<file path="config.mk">
export PLATFORM = sky130hd
export DESIGN_NAME = gps_ca_multi_tss
export DESIGN_NICKNAME = d
export VERILOG_FILES = /design/src/rtl/gps_ca_multi_tss.sv
export SDC_FILE = /design/constraint.sdc
export NUM_CORES = 1
export LEC_CHECK = 0
export CAP_MARGIN = 20
export CORE_AREA = 2 2 164 126
export CTS_BUF_LIST = sky130_fd_sc_hd__clkbuf_8
export DETAILED_ROUTE_END_ITERATION = 8
export DIE_AREA = 0 0 166 128
export GPL_ROUTABILITY_DRIVEN = 0
export GPL_TIMING_DRIVEN = 0
export PLACE_DENSITY = 0.83
export SYNTH_ARGS = -nofsm -noshare
export SYNTH_HDL_FRONTEND = slang
export SYNTH_SLANG_ARGS = --single-unit
</file>
<file path="constraint.sdc">
create_clock -name sys_clk_50 -period 3.2 [get_ports sys_clk_50]
set_input_delay 0.64 -clock sys_clk_50 [delete_from_list [all_inputs] [get_ports sys_clk_50]]
set_output_delay 0.64 -clock sys_clk_50 [all_outputs]
set_load 0.02 [all_outputs]
</file>
<file path="src/rtl/gps_ca_multi_tss.sv">
// Multi-channel GPS C/A Gold-code generator behind a word-serial key lock.
// While the key is not loaded, each channel runs the PRN given by sv_num ^ LOCK_MASK.
module gps_ca_multi_tss #(
  parameter int                     NUM_CH    = 4,
  parameter int                     KEY_WORDS = 2,
  parameter logic [64*KEY_WORDS-1:0] KEY      = '0,
  parameter logic [5:0]             LOCK_MASK = 6'h15
) (
  input  logic                  sys_clk_50,
  input  logic                  sync_rst_in,
  input  logic [63:0]           key_word,
  input  logic                  key_valid,
  output logic                  key_ready,
  input  logic                  key_clear,
  output logic [1:0]            key_status,
  input  logic [6*NUM_CH-1:0]   sv_num,
  input  logic                  start,
  input  logic                  stop,
  input  logic                  chip_en,
  output logic [NUM_CH-1:0]     ca_chip,
  output logic                  chip_valid,
  output logic [9:0]            chip_idx,
  output logic                  epoch,
  output logic                  busy
);

  typedef enum logic [1:0] {
    K_LOCKED   = 2'b00,
    K_LOADING  = 2'b01,
    K_UNLOCKED = 2'b10,
    K_ERROR    = 2'b11
  } key_state_t;

  typedef enum logic {
    S_IDLE = 1'b0,
    S_RUN  = 1'b1
  } seq_state_t;

  localparam logic [2:0] KEY_LAST = 3'(KEY_WORDS - 1);
  localparam logic [9:0] LAST_CHIP = 10'd1022;

  key_state_t              key_state_q;
  logic [2:0]              key_cnt_q;
  logic [64*KEY_WORDS-1:0] key_buf_q, key_buf_d;
  logic                    key_accept;

  assign key_ready  = ((key_state_q == K_LOCKED) || (key_state_q == K_LOADING)) && !key_clear;
  assign key_accept = key_valid && key_ready;
  assign key_status = key_state_q;

  // Candidate buffer with the incoming word already in place, so the last word joins the compare.
  always_comb begin
    key_buf_d = key_buf_q;
    for (int w = 0; w < KEY_WORDS; w++) begin
      if (key_cnt_q == 3'(w)) key_buf_d[w*64 +: 64] = key_word;
    end
  end

  always_ff @(posedge sys_clk_50) begin
    if (sync_rst_in || key_clear) begin
      key_state_q <= K_LOCKED;
      key_cnt_q   <= '0;
      key_buf_q   <= '0;
    end else if (key_accept) begin
      key_buf_q <= key_buf_d;
      if (key_cnt_q == KEY_LAST) begin
        key_state_q <= (key_buf_d == KEY) ? K_UNLOCKED : K_ERROR;
      end else begin
        key_state_q <= K_LOADING;
        key_cnt_q   <= key_cnt_q + 3'd1;
      end
    end
  end

  // G2 phase-select taps {s1, s2}; zero marks a PRN outside 1..32.
  function automatic logic [7:0] g2_taps(input logic [5:0] prn);
    case (prn)
      6'd1:  g2_taps = 8'h26;  6'd2:  g2_taps = 8'h37;
      6'd3:  g2_taps = 8'h48;  6'd4:  g2_taps = 8'h59;
      6'd5:  g2_taps = 8'h19;  6'd6:  g2_taps = 8'h2A;
      6'd7:  g2_taps = 8'h18;  6'd8:  g2_taps = 8'h29;
      6'd9:  g2_taps = 8'h3A;  6'd10: g2_taps = 8'h23;
      6'd11: g2_taps = 8'h34;  6'd12: g2_taps = 8'h56;
      6'd13: g2_taps = 8'h67;  6'd14: g2_taps = 8'h78;
      6'd15: g2_taps = 8'h89;  6'd16: g2_taps = 8'h9A;
      6'd17: g2_taps = 8'h14;  6'd18: g2_taps = 8'h25;
      6'd19: g2_taps = 8'h36;  6'd20: g2_taps = 8'h47;
      6'd21: g2_taps = 8'h58;  6'd22: g2_taps = 8'h69;
      6'd23: g2_taps = 8'h13;  6'd24: g2_taps = 8'h46;
      6'd25: g2_taps = 8'h57;  6'd26: g2_taps = 8'h68;
      6'd27: g2_taps = 8'h79;  6'd28: g2_taps = 8'h8A;
      6'd29: g2_taps = 8'h16;  6'd30: g2_taps = 8'h27;
      6'd31: g2_taps = 8'h38;  6'd32: g2_taps = 8'h49;
      default: g2_taps = 8'h00;
    endcase
  endfunction

  seq_state_t          seq_q;
  logic [6*NUM_CH-1:0] prn_q, prn_eff;
  logic [10:1]         g1_q, g2_q;
  logic [9:0]          cnt_q;
  logic [NUM_CH-1:0]   chip_d, ca_q;
  logic                valid_q, epoch_q;
  logic [9:0]          idx_q;
  logic                g1_fb, g2_fb;

  assign prn_eff = (key_state_q == K_UNLOCKED) ? sv_num : (sv_num ^ {NUM_CH{LOCK_MASK}});
  assign g1_fb   = g1_q[3] ^ g1_q[10];
  assign g2_fb   = g2_q[2] ^ g2_q[3] ^ g2_q[6] ^ g2_q[8] ^ g2_q[9] ^ g2_q[10];

  generate
    for (genvar gi = 0; gi < NUM_CH; gi++) begin : g_ch
      logic [7:0]  taps;
      logic [10:1] sel;
      always_comb begin
        taps = g2_taps(prn_q[6*gi +: 6]);
        sel  = '0;
        for (int b = 1; b <= 10; b++) begin
          sel[b] = (taps[7:4] == 4'(b)) || (taps[3:0] == 4'(b));
        end
      end
      assign chip_d[gi] = (taps != 8'h00) && (g1_q[10] ^ (^(g2_q & sel)));
    end
  endgenerate

  always_ff @(posedge sys_clk_50) begin
    if (sync_rst_in) begin
      seq_q   <= S_IDLE;
      prn_q   <= '0;
      g1_q    <= '1;
      g2_q    <= '1;
      cnt_q   <= '0;
      ca_q    <= '0;
      valid_q <= 1'b0;
      idx_q   <= '0;
      epoch_q <= 1'b0;
    end else if (stop) begin
      seq_q   <= S_IDLE;
      valid_q <= 1'b0;
      epoch_q <= 1'b0;
    end else if (start) begin
      seq_q   <= S_RUN;
      prn_q   <= prn_eff;
      g1_q    <= '1;
      g2_q    <= '1;
      cnt_q   <= '0;
      valid_q <= 1'b0;
      epoch_q <= 1'b0;
    end else if (seq_q == S_RUN && chip_en) begin
      ca_q    <= chip_d;
      idx_q   <= cnt_q;
      epoch_q <= (cnt_q == LAST_CHIP);
      valid_q <= 1'b1;
      // The code period is 1023 chips; restart both registers rather than let them run on.
      if (cnt_q == LAST_CHIP) begin
        g1_q  <= '1;
        g2_q  <= '1;
        cnt_q <= '0;
      end else begin
        g1_q  <= {g1_q[9:1], g1_fb};
        g2_q  <= {g2_q[9:1], g2_fb};
        cnt_q <= cnt_q + 10'd1;
      end
    end else begin
      valid_q <= 1'b0;
      epoch_q <= 1'b0;
    end
  end

  assign ca_chip    = ca_q;
  assign chip_valid = valid_q;
  assign chip_idx   = idx_q;
  assign epoch      = epoch_q;
  assign busy       = (seq_q == S_RUN);

endmodule

</file>
### Word-level counts from Yosys, hierarchy flattened

Memory sizes are Yosys's and may differ from the RTL's. A register that Yosys moved wholly into a read port is not among the register bits.
Cells that the tools add are included.

* memories: 4
* memory bits (read-only): 2048
* register bits after elaboration: 204
* word-level logic and storage cells: 213
* output and inout bits: 20

Memory list
* (name not given): words 64, bits a word 8, rd ports 1, clocked after memory_dff 1, wr ports 0, line 77 `case (prn)`
* (name not given): words 64, bits a word 8, rd ports 1, clocked after memory_dff 1, wr ports 0, line 77
* (name not given): words 64, bits a word 8, rd ports 1, clocked after memory_dff 1, wr ports 0, line 77
* (name not given): words 64, bits a word 8, rd ports 1, clocked after memory_dff 1, wr ports 0, line 77

* bitwise operators: 19
* reductions and logical operators: 69
* $add $sub $neg: 2
* equal/unequal tests: 84
* multiplexer cells: 23

Operators by type and width (number)
* == test 4 x 3 -> 1 bit, second input constant: 32
* logical NOT 128 bit: 1
* 2-to-1 mux 64 bit: 2
* == test 4 bit, second input constant: 24
* 2-to-1 mux 10 bit: 9
* == test 4 x 2 -> 1 bit, second input constant: 16
* 2-to-1 mux 6 bit: 8
* logical OR 1 bit: 42
* AND 10 bit: 4
* parity 10 bit: 4
* == test 4 x 1 -> 1 bit, second input constant: 8
* nonzero test 8 bit: 4
* 2-to-1 mux 23 bit: 1
* NOT 12 bit: 1
* adder 10 x 1 -> 10 bit, second input constant: 1
* == test 10 bit, second input constant: 1
* bitwise XOR 1 bit: 10
* logical AND 1 bit: 7
* AND reduction 2 bit: 3
* NOT 1 bit: 4
* OR reduction 4 bit: 1
* adder 3 x 1 -> 3 bit, second input constant: 1
* == test 3 x 1 -> 1 bit, second input constant: 1
* logical NOT 3 bit: 1
* other kinds (10): 11

### Logic depth before layout (Yosys ltp)

Gate-level depths: netlist of run 1.

* depth in word-level cells: 8
* gate-level depth with buffers: 14
* mapped depth without buffers: 11

### Least setup slack after synthesis of run 1

OpenSTA, ideal clock, no wires.

* path type: input-to-reg
* start point: input sync_rst_in
* end point: register g_ch[1].taps[1] (netlist name)
* arrival time: 2.800 ns
* setup time: 0.132 ns
* stages on the path: 11
* path slack: 0.268 ns
* path through: buf_2 -> buf_2 -> clkbuf_1 -> buf_1 -> nor2_1 -> inv_1 -> ha_1 -> clkbuf_1 -> a32o_1 -> a221oi_1 -> a21oi_1

* word-level cells in the longest chain between the ends: 1

Ends and longest elaborated chain
* from (decl): line 10 `input logic sync_rst_in,`
* 2-to-1 mux 6 bit (no source line)

Every way passes these cells.
A chain may end at the register's enable or synchronous reset.

### Worst setup path in the final report of run 1

* start point: input start
* end point: register g_ch[3].taps[3] (netlist name)

* word-level cells in the longest chain between the ends: 3

Ends and longest elaborated chain
* from (decl): line 17 `input logic start,`
* AND reduction 2 bit (no source line)
* 2-to-1 mux 6 bit (no source line) (2 in a row)

Every way passes these cells.

==> results by group, run 1 <==
Final layout
  • Syn-to-layout area delta: 19.4%
  • Final #Nets: 1738
  • Commonest non-fill, non-tap cell in the layout: nand2_1
  • Layout cells sized above 1: 7.25%
  • Antenna diode count: 0
  • # fillers: 1586
  • Most frequent cells in the layout: 331 x nand2_1, 219 x dfxtp_1, 159 x a21oi_1, 111 x clkdlybuf4s50_1, 82 x clkbuf_1

Route
  • Initial DRT Pass Iterations: 5
  • Vias per cell: 6.07
  • Routed WL: 32800 microns
  • Vias after detailed routing: 11500
  • # DRC: 0
  • DRT iter0 DRCs: 1203
  • Antenna-violating nets left: 0
  • Routed len/inst: 17.3 microns

Synthesis
  • Post-Synthesis Cells: 1463
  • Mapped Avg Cell Area: 7.83 sq um
  • Synthesis-stage register bit count: 219
  • Yosys Warn Count: 0
  • Number of synthesized flops with an enable pin: 0
  • Seq/Total Area, Yosys: 38.3%
  • Mapped cell area: 11500 sq um
  • Top FF cell, synth: dfxtp_1
  • Yosys cell types: 74
  • Syn_nets: 1587
  • Post-synth ARST share: 0%

CTS
  • H-Tree Depth: 2
  • Clock latency on the worst-skew pair: 0.53 ns
  • Clock Sinks: 219
  • Root Driver: clkbuf_8
  • CTS tree: yes
  • Longest Clk Path Bufs: 3
  • Num CTS Buffers: 36
  • Clock-pin slew on the worst setup and hold paths: 0.06 ns

Die
  • IO Count: 115
  • Row count: 45
  • Total Die Area: 21200 sq um
  • Die width: 166 microns
  • Initial Util: 58.0%
  • Chip height: 128 microns
  • Core area: 19800 sq um

Placed design
  • HPWL Detailed: 24000 microns
  • DP Worst Slack: -1.54 ns
  • Port Buffers: 113

Min path
  • Hold Path Class: in2reg
  • WHS Path Cells: 2
  • Worst hold start: stop
  • Hold EP: busy$_SDFFE_PP0P_

Power
  • Leak pwr: 0.00471 uW
  • Comb pwr share: 20.1%
  • Total chip power: 6630 uW
  • VDD IR-drop max: 0.000532 V
  • Clock network fraction of total power: 36.6%
  • Internal power: 4700 uW
  • PwrDens: 485 nW/um^2
  • Sequential fraction of design power: 43.4%
  • Psw: 1930 uW
  • Switching Share: 29.1%

Setup path
  • Worst path top cell family by delay: buffers and inverters
  • Worst path cell trace: dlygate4sd2_1 > nor2b_1 > buf_4 > buf_6 > nand2_1 > a21oi_2 > inv_1 > ha_1 > nor3_1 > o21bai_1 > a22o_1 > o21ai_1
  • Critical path capture point type: flip-flop
  • Slowest CP cell: ha_1
  • Startpoint Class: input port
  • Critical Path Max Stage Delay: 0.43 ns
  • Reg2Reg Launch Point: key_status[0]$_SDFFE_PP0P_
  • CP Data Required Time: 3.61 ns
  • Crit-path max FO: 10
  • Reg-to-Reg End: g_ch[0].taps[3]$_DFF_P_
  • Worst Path Buf+Inv: 4
  • Cells on worst reg2reg path: 11
  • Crit Path Category: in2reg
  • WP data arrival: 3.48 ns
  • Reg2reg setup slack: 0.31 ns
  • WP depth: 12

GRT
  • Largest net degree at the start of global routing: 11
  • Vias in the first global route: 10400
  • First-pass GRT wire length: 52100 microns
  • Total GRT Usage: 29.7%
  • Initial antenna violation count: 0
  • Grt ovf: 0

STA
  • Fin crit period: 3.07 ns
  • Achievable Freq: 326 MHz
  • Setup ws final: 0.129 ns
  • Endpoints failing hold: 0
  • Clock Skew: 0.0253 ns
  • Worst Max-Slew Pin Slew: 0.852 ns
  • Final period util: 96.0%
  • RSZ-0062 raised after global routing: false
  • Slew Limit Headroom: 42.7%
  • Fin Hold WS: 0.402 ns
  • Final slew viol count: 0
  • Count of final setup violators: 0

Outcome
  • Status: completed

Job
  • Total of max-cap violations: 0
-- flip-flops by register name (all words and copies together), names as in the netlist --
name,cells
g1_q,10
chip_valid,1
g2_q,10
key_cnt_q,3
key_status,2
epoch,1
cnt_q,10
g_ch.taps,32
chip_idx,10
prn_q,24
key_buf_q,111
ca_chip,4
busy,1
-- area by class of cell --
class / instances / area, sq um / share of cell area [%]
well taps: 258 / 323 / 2.36
clock buffers: 46 / 633 / 4.63
plain buffers: 117 / 519 / 3.80
multi-input cells: 1094 / 6480 / 47.3
repair buffers: 114 / 1140 / 8.32
clock inverters: 19 / 86.3 / 0.631
flip-flops and latches: 219 / 4380 / 32.0
inverters: 32 / 120 / 0.878
-- per-stage QoR --
stage          instances  setup TNS [ns]  util [%]  instance area, sq um
2_1_floorplan       1463               0         -                 11500
3_3_place_gp        1834          -43.96      65.3                 12900
3_5_place_dp        1834          -48.10      65.3                 12900
4_1_cts             1899               0      69.1                 13700
5_1_grt             1899               0      69.2                 13700
6_report            1899               0      69.2                 13700
-- power groups by stage --
stage | clock (uW) | sequential, uW | combinational (uW)
6_report | 2420 | 2880 | 1330
5_1_grt | 2570 | 2880 | 1430
4_1_cts | 2440 | 2870 | 1290
3_5_place_dp | 0 | 2930 | 1280
3_3_place_gp | 0 | 2930 | 1260
2_1_floorplan | 0 | 2920 | 890
-- layer usage --
metal	track usage (%)	wire length, microns	vias up	part of all wire [%]
met1	43.8	14800	5381	45
met3	7.97	3930	66	12
met5	0	0	-	0
li1	-	-	5482	-
met4	9.16	629	0	1.9
met2	42.3	13400	600	41
-- cell usage after synthesis, drive strengths merged, types with 6 or more instances --
cell type	n	area share, %
a211oi	16	1.0
a21oi	163	7.3
a311oi	6	0.46
and4b	8	0.70
buf	34	1.7
clkbuf	84	2.8
dfxtp	219	38
ha	29	3.2
inv	31	1.0
mux2i	14	1.4
nand2	332	11
nand2b	8	0.44
nand3	24	1.0
nand4	10	0.55
nor2	53	1.8
nor3	44	1.9
nor3b	7	0.46
nor4	45	2.5
nor4b	26	2.0
nor4bb	32	2.8
o211ai	14	0.92
o21ai	72	3.1
o22a	19	1.5
or2	14	0.76
or3	8	0.44
xnor2	59	4.5
xor2	10	0.76
-- timing repair --
| action | CTS | global route |
|---|---|---|
| pin swaps | 0 | 0 |
| buffers inserted | 1 | 0 |
| endpoints found under the hold margin | 0 | 0 |
| resized for setup | 10 | 6 |
| hold buffers | 0 | 0 |
| setup endpoints to repair | 42 | 3 |
-- worst max path at each step --
stage / to / from / slack, ns
floorplan: g_ch[1].taps[1]$_SDFF_PP0_ / sync_rst_in / 0.27
global placement: g_ch[1].taps[1]$_SDFF_PP0_ / sync_rst_in / -1.47
detailed placement: g_ch[1].taps[1]$_SDFF_PP0_ / sync_rst_in / -1.54
CTS: g_ch[1].taps[1]$_SDFF_PP0_ / sync_rst_in / 0.11
global route: g_ch[2].taps[3]$_DFF_P_ / start / 0.008
finish: g_ch[3].taps[3]$_DFF_P_ / start / 0.13
-- cells by family after synthesis --
kind of cell,synth area share [%]
DFF,38.3
buffers and inverters,5.52
xor gates and xnor gates,5.47
adders and majority gates,3.17
and+or+nand+nor,27.3
AOI/OAI and AO/OA,18.7
muxes,1.56
(Power assumes the default switching activity.)
==> run 2, diff against run 1 <==
CORE_AREA = 4 4 166 128   (was 2 2 164 126)
DIE_AREA = 0 0 170 132   (was 0 0 166 128)
==> run 2 against run 1 <==
- clock skew grew 0.014 ns
- sequential share of layout area is essentially flat
- global-route usage shrank 1.4 points
- combinational power is essentially flat
- via count grew 0.57%
- critical path type unchanged
- core utilization is essentially flat
- clock-buffer cell count grew 2
- cell count shrank 0.37%
- first-iteration DRC count grew 29%
- critical path depth is the same
- setup slack gained 0.023 ns
==> results by group, run 2 (synthesized netlist as in run 1, its figures left out) <==
GRT
  • Initial antenna violation count: 0 (unchanged)
  • Grt ovf: 0 (unchanged)
  • First-pass GRT wire length: 53100 microns (+2.0%)
  • Largest net degree at the start of global routing: 11 (unchanged)
  • Total GRT Usage: 28.3% (-1.4 points)
  • Vias in the first global route: 10500 (+1.0%)

Setup path
  • Critical path capture point type: flip-flop
  • Crit Path Category: in2reg
  • CP Data Required Time: 3.56 ns (-0.05 ns)
  • Reg2Reg Launch Point: key_status[0]$_SDFFE_PP0P_
  • Slowest CP cell: ha_1
  • Cells on worst reg2reg path: 11 (unchanged)
  • Reg2reg setup slack: 0.38 ns (+0.07 ns)
  • Crit-path max FO: 10 (unchanged)
  • WP data arrival: 3.41 ns (-0.07 ns)
  • Startpoint Class: input port
  • Reg-to-Reg End: g_ch[0].taps[3]$_DFF_P_
  • Worst path cell trace: dlygate4sd2_1 > nor2b_2 > buf_4 > buf_6 > nand2_1 > a21oi_2 > inv_1 > ha_1 > nor3_1 > a211oi_1 > nor3_1 > a211oi_1
  • Critical Path Max Stage Delay: 0.44 ns (about the same)

STA
  • Endpoints failing hold: 0 (unchanged)
  • Count of final setup violators: 0 (unchanged)
  • Worst Max-Slew Pin Slew: 0.827 ns (-0.0255 ns)
  • Fin crit period: 3.05 ns (-0.0229 ns)
  • RSZ-0062 raised after global routing: true
  • Setup TNS: 0 ns (unchanged)
  • Setup ws final: 0.152 ns (+0.0229 ns)
  • Clock Skew: 0.0392 ns (+0.0139 ns)
  • Final period util: 95.3% (-0.72 points)
  • Final slew viol count: 0 (unchanged)
  • Fin Hold WS: 0.424 ns (+0.0214 ns)
  • Slew Limit Headroom: 44.7% (+1.9 points)
  • Achievable Freq: 328 MHz (+0.75%)

Power
  • VDD IR-drop max: 0.000433 V (-19%)
  • PwrDens: 486 nW/um^2 (+0.19%)
  • Psw: 1910 uW (-1.3%)
  • Total chip power: 6640 uW (+0.21%)
  • Leak pwr: 0.00468 uW (-0.64%)
  • Clock network fraction of total power: 36.7% (about the same)
  • Comb pwr share: 20.0% (about the same)
  • Internal power: 4740 uW (+0.82%)
  • Switching Share: 28.7% (-0.43 points)
  • Sequential fraction of design power: 43.3% (about the same)

Final layout
  • Layout cells sized above 1: 7.65% (+0.40 points)
  • Antenna diode count: 0 (unchanged)
  • Syn-to-layout area delta: 19.4% (about the same)
  • Max FFs per register: 111 (unchanged)
  • Final #Nets: 1736 (-0.12%)
  • Commonest non-fill, non-tap cell in the layout: nand2_1
  • Final Core Density: 69.2% (about the same)
  • Most frequent cells in the layout: 331 x nand2_1, 219 x dfxtp_1, 159 x a21oi_1, 111 x clkdlybuf4s50_1, 82 x clkbuf_1
  • Biggest register: key_buf_q

Die
  • Chip height: 132 microns (+3.1%)
  • Row count: 45 (unchanged)
  • IO Count: 115 (unchanged)
  • Die width: 170 microns (+2.4%)
  • Total Die Area: 22400 sq um (+5.6%)
  • Initial Util: 58.0% (unchanged)
  • Core area: 19800 sq um (unchanged)

Route
  • Routed len/inst: 17.5 microns (+1.3%)
  • DRT iter0 DRCs: 1546 (+29%)
  • # DRC: 0 (unchanged)
  • Initial DRT Pass Iterations: 6 (+1)
  • Vias per cell: 6.13 (+0.94%)
  • Routed WL: 33100 microns (+0.91%)
  • Vias after detailed routing: 11600 (+0.57%)
  • Antenna-violating nets left: 0 (unchanged)

CTS
  • Num CTS Buffers: 34 (-5.6%)
  • Clock latency on the worst-skew pair: 0.54 ns (about the same)
  • H-Tree Depth: 2 (unchanged)
  • Clock Sinks: 219 (unchanged)
  • Cts hold-fix bufs: 0 (unchanged)
  • Root Driver: clkbuf_8
  • CTS tree: yes
  • Longest Clk Path Bufs: 3 (unchanged)
  • Clock-pin slew on the worst setup and hold paths: 0.06 ns (about the same)

Min path
  • Hold EP: busy$_SDFFE_PP0P_
  • Hold Path Class: in2reg
  • WHS Path Cells: 2 (unchanged)
  • Worst hold start: stop

Job
  • Total of max-cap violations: 0 (unchanged)

Placed design
  • DP Worst Slack: -1.53 ns (+0.00833 ns)
  • HPWL Detailed: 24100 microns (+0.31%)
  • Port Buffers: 113 (unchanged)

Outcome
  • Status: completed
## run 2: cell types whose count changed in the layout (fill, tap and decap cells not counted)
| cell | delta |
|---|---|
| clkinvlp_4 | -1 |
| ha_1 | -2 |
| inv_6 | +1 |
| inv_2 | +1 |
| inv_1 | -10 |
| nor2b_1 | -1 |
| ha_2 | +2 |
| clkbuf_8 | +2 |
| nor2b_2 | +1 |
## run 2: metrics by stage
step,instance area [sq um],std cells
after CTS,13700,1892
final,13700,1892
after global routing,13700,1892
after global placement,12900,1834
after floorplan,11500,1463
after detailed placement,12900,1834
## run 2: critical path: cells and delay by family
kind,cells,cell delay [ns]
buffers and inverters,4,0.92
AND/OR/NAND/NOR,4,0.81
adder cells (fa/ha/maj),1,0.44
AO/OA/AOI/OAI,3,0.59
## run 2: worst max path at each step
stage / cells after the start / end / from / slack, ns
global placement: 13 / g_ch[1].taps[1]$_SDFF_PP0_ / sync_rst_in / -1.47
detailed placement: 13 / g_ch[1].taps[1]$_SDFF_PP0_ / sync_rst_in / -1.53
CTS: 11 / g_ch[1].taps[1]$_SDFF_PP0_ / sync_rst_in / 0.07
floorplan: 11 / g_ch[1].taps[1]$_SDFF_PP0_ / sync_rst_in / 0.27
finish: 12 / g_ch[3].taps[2]$_SDFF_PP0_ / start / 0.15
global route: 12 / g_ch[3].taps[2]$_SDFF_PP0_ / start / -0.008
## run 2: cell type report
| type | count | area [sq um] |
|---|---|---|
| Buffer | 117 | 519 |
| Clock buffer | 48 | 661 |
| Inverter | 32 | 120 |
| Sequential cell | 219 | 4380 |
| Timing Repair Buffer | 114 | 1140 |
| Multi-Input combinational cell | 1094 | 6480 |
| Clock inverter | 10 | 53.8 |
| Tap cell | 258 | 323 |
| Fill cell | 1581 | 6080 |
## run 2: what timing repair did
| action | in CTS | in global routing |
|---|---|---|
| cloned | 0 | 0 |
| setup endpoints to repair | 43 | 4 |
| buffers inserted | 1 | 0 |
| resized for setup | 15 | 5 |
## run 2: power groups by stage
| stage | clock network (uW) | registers [uW] | logic [uW] |
|---|---|---|---|
| 2_1_floorplan | 0 | 2920 | 890 |
| 3_3_place_gp | 0 | 2930 | 1260 |
| 3_5_place_dp | 0 | 2930 | 1280 |
| 4_1_cts | 2470 | 2870 | 1300 |
| 5_1_grt | 2610 | 2880 | 1430 |
| 6_report | 2440 | 2880 | 1330 |
## run 2: layer usage
metal	part of all wire [%]	vias to the layer above	GRT usage (%)
li1	-	5486	-
met1	45	5389	43.4
met2	42	638	41.3
met3	11	82	5.16
met4	2.0	0	6.52
met5	0	-	0
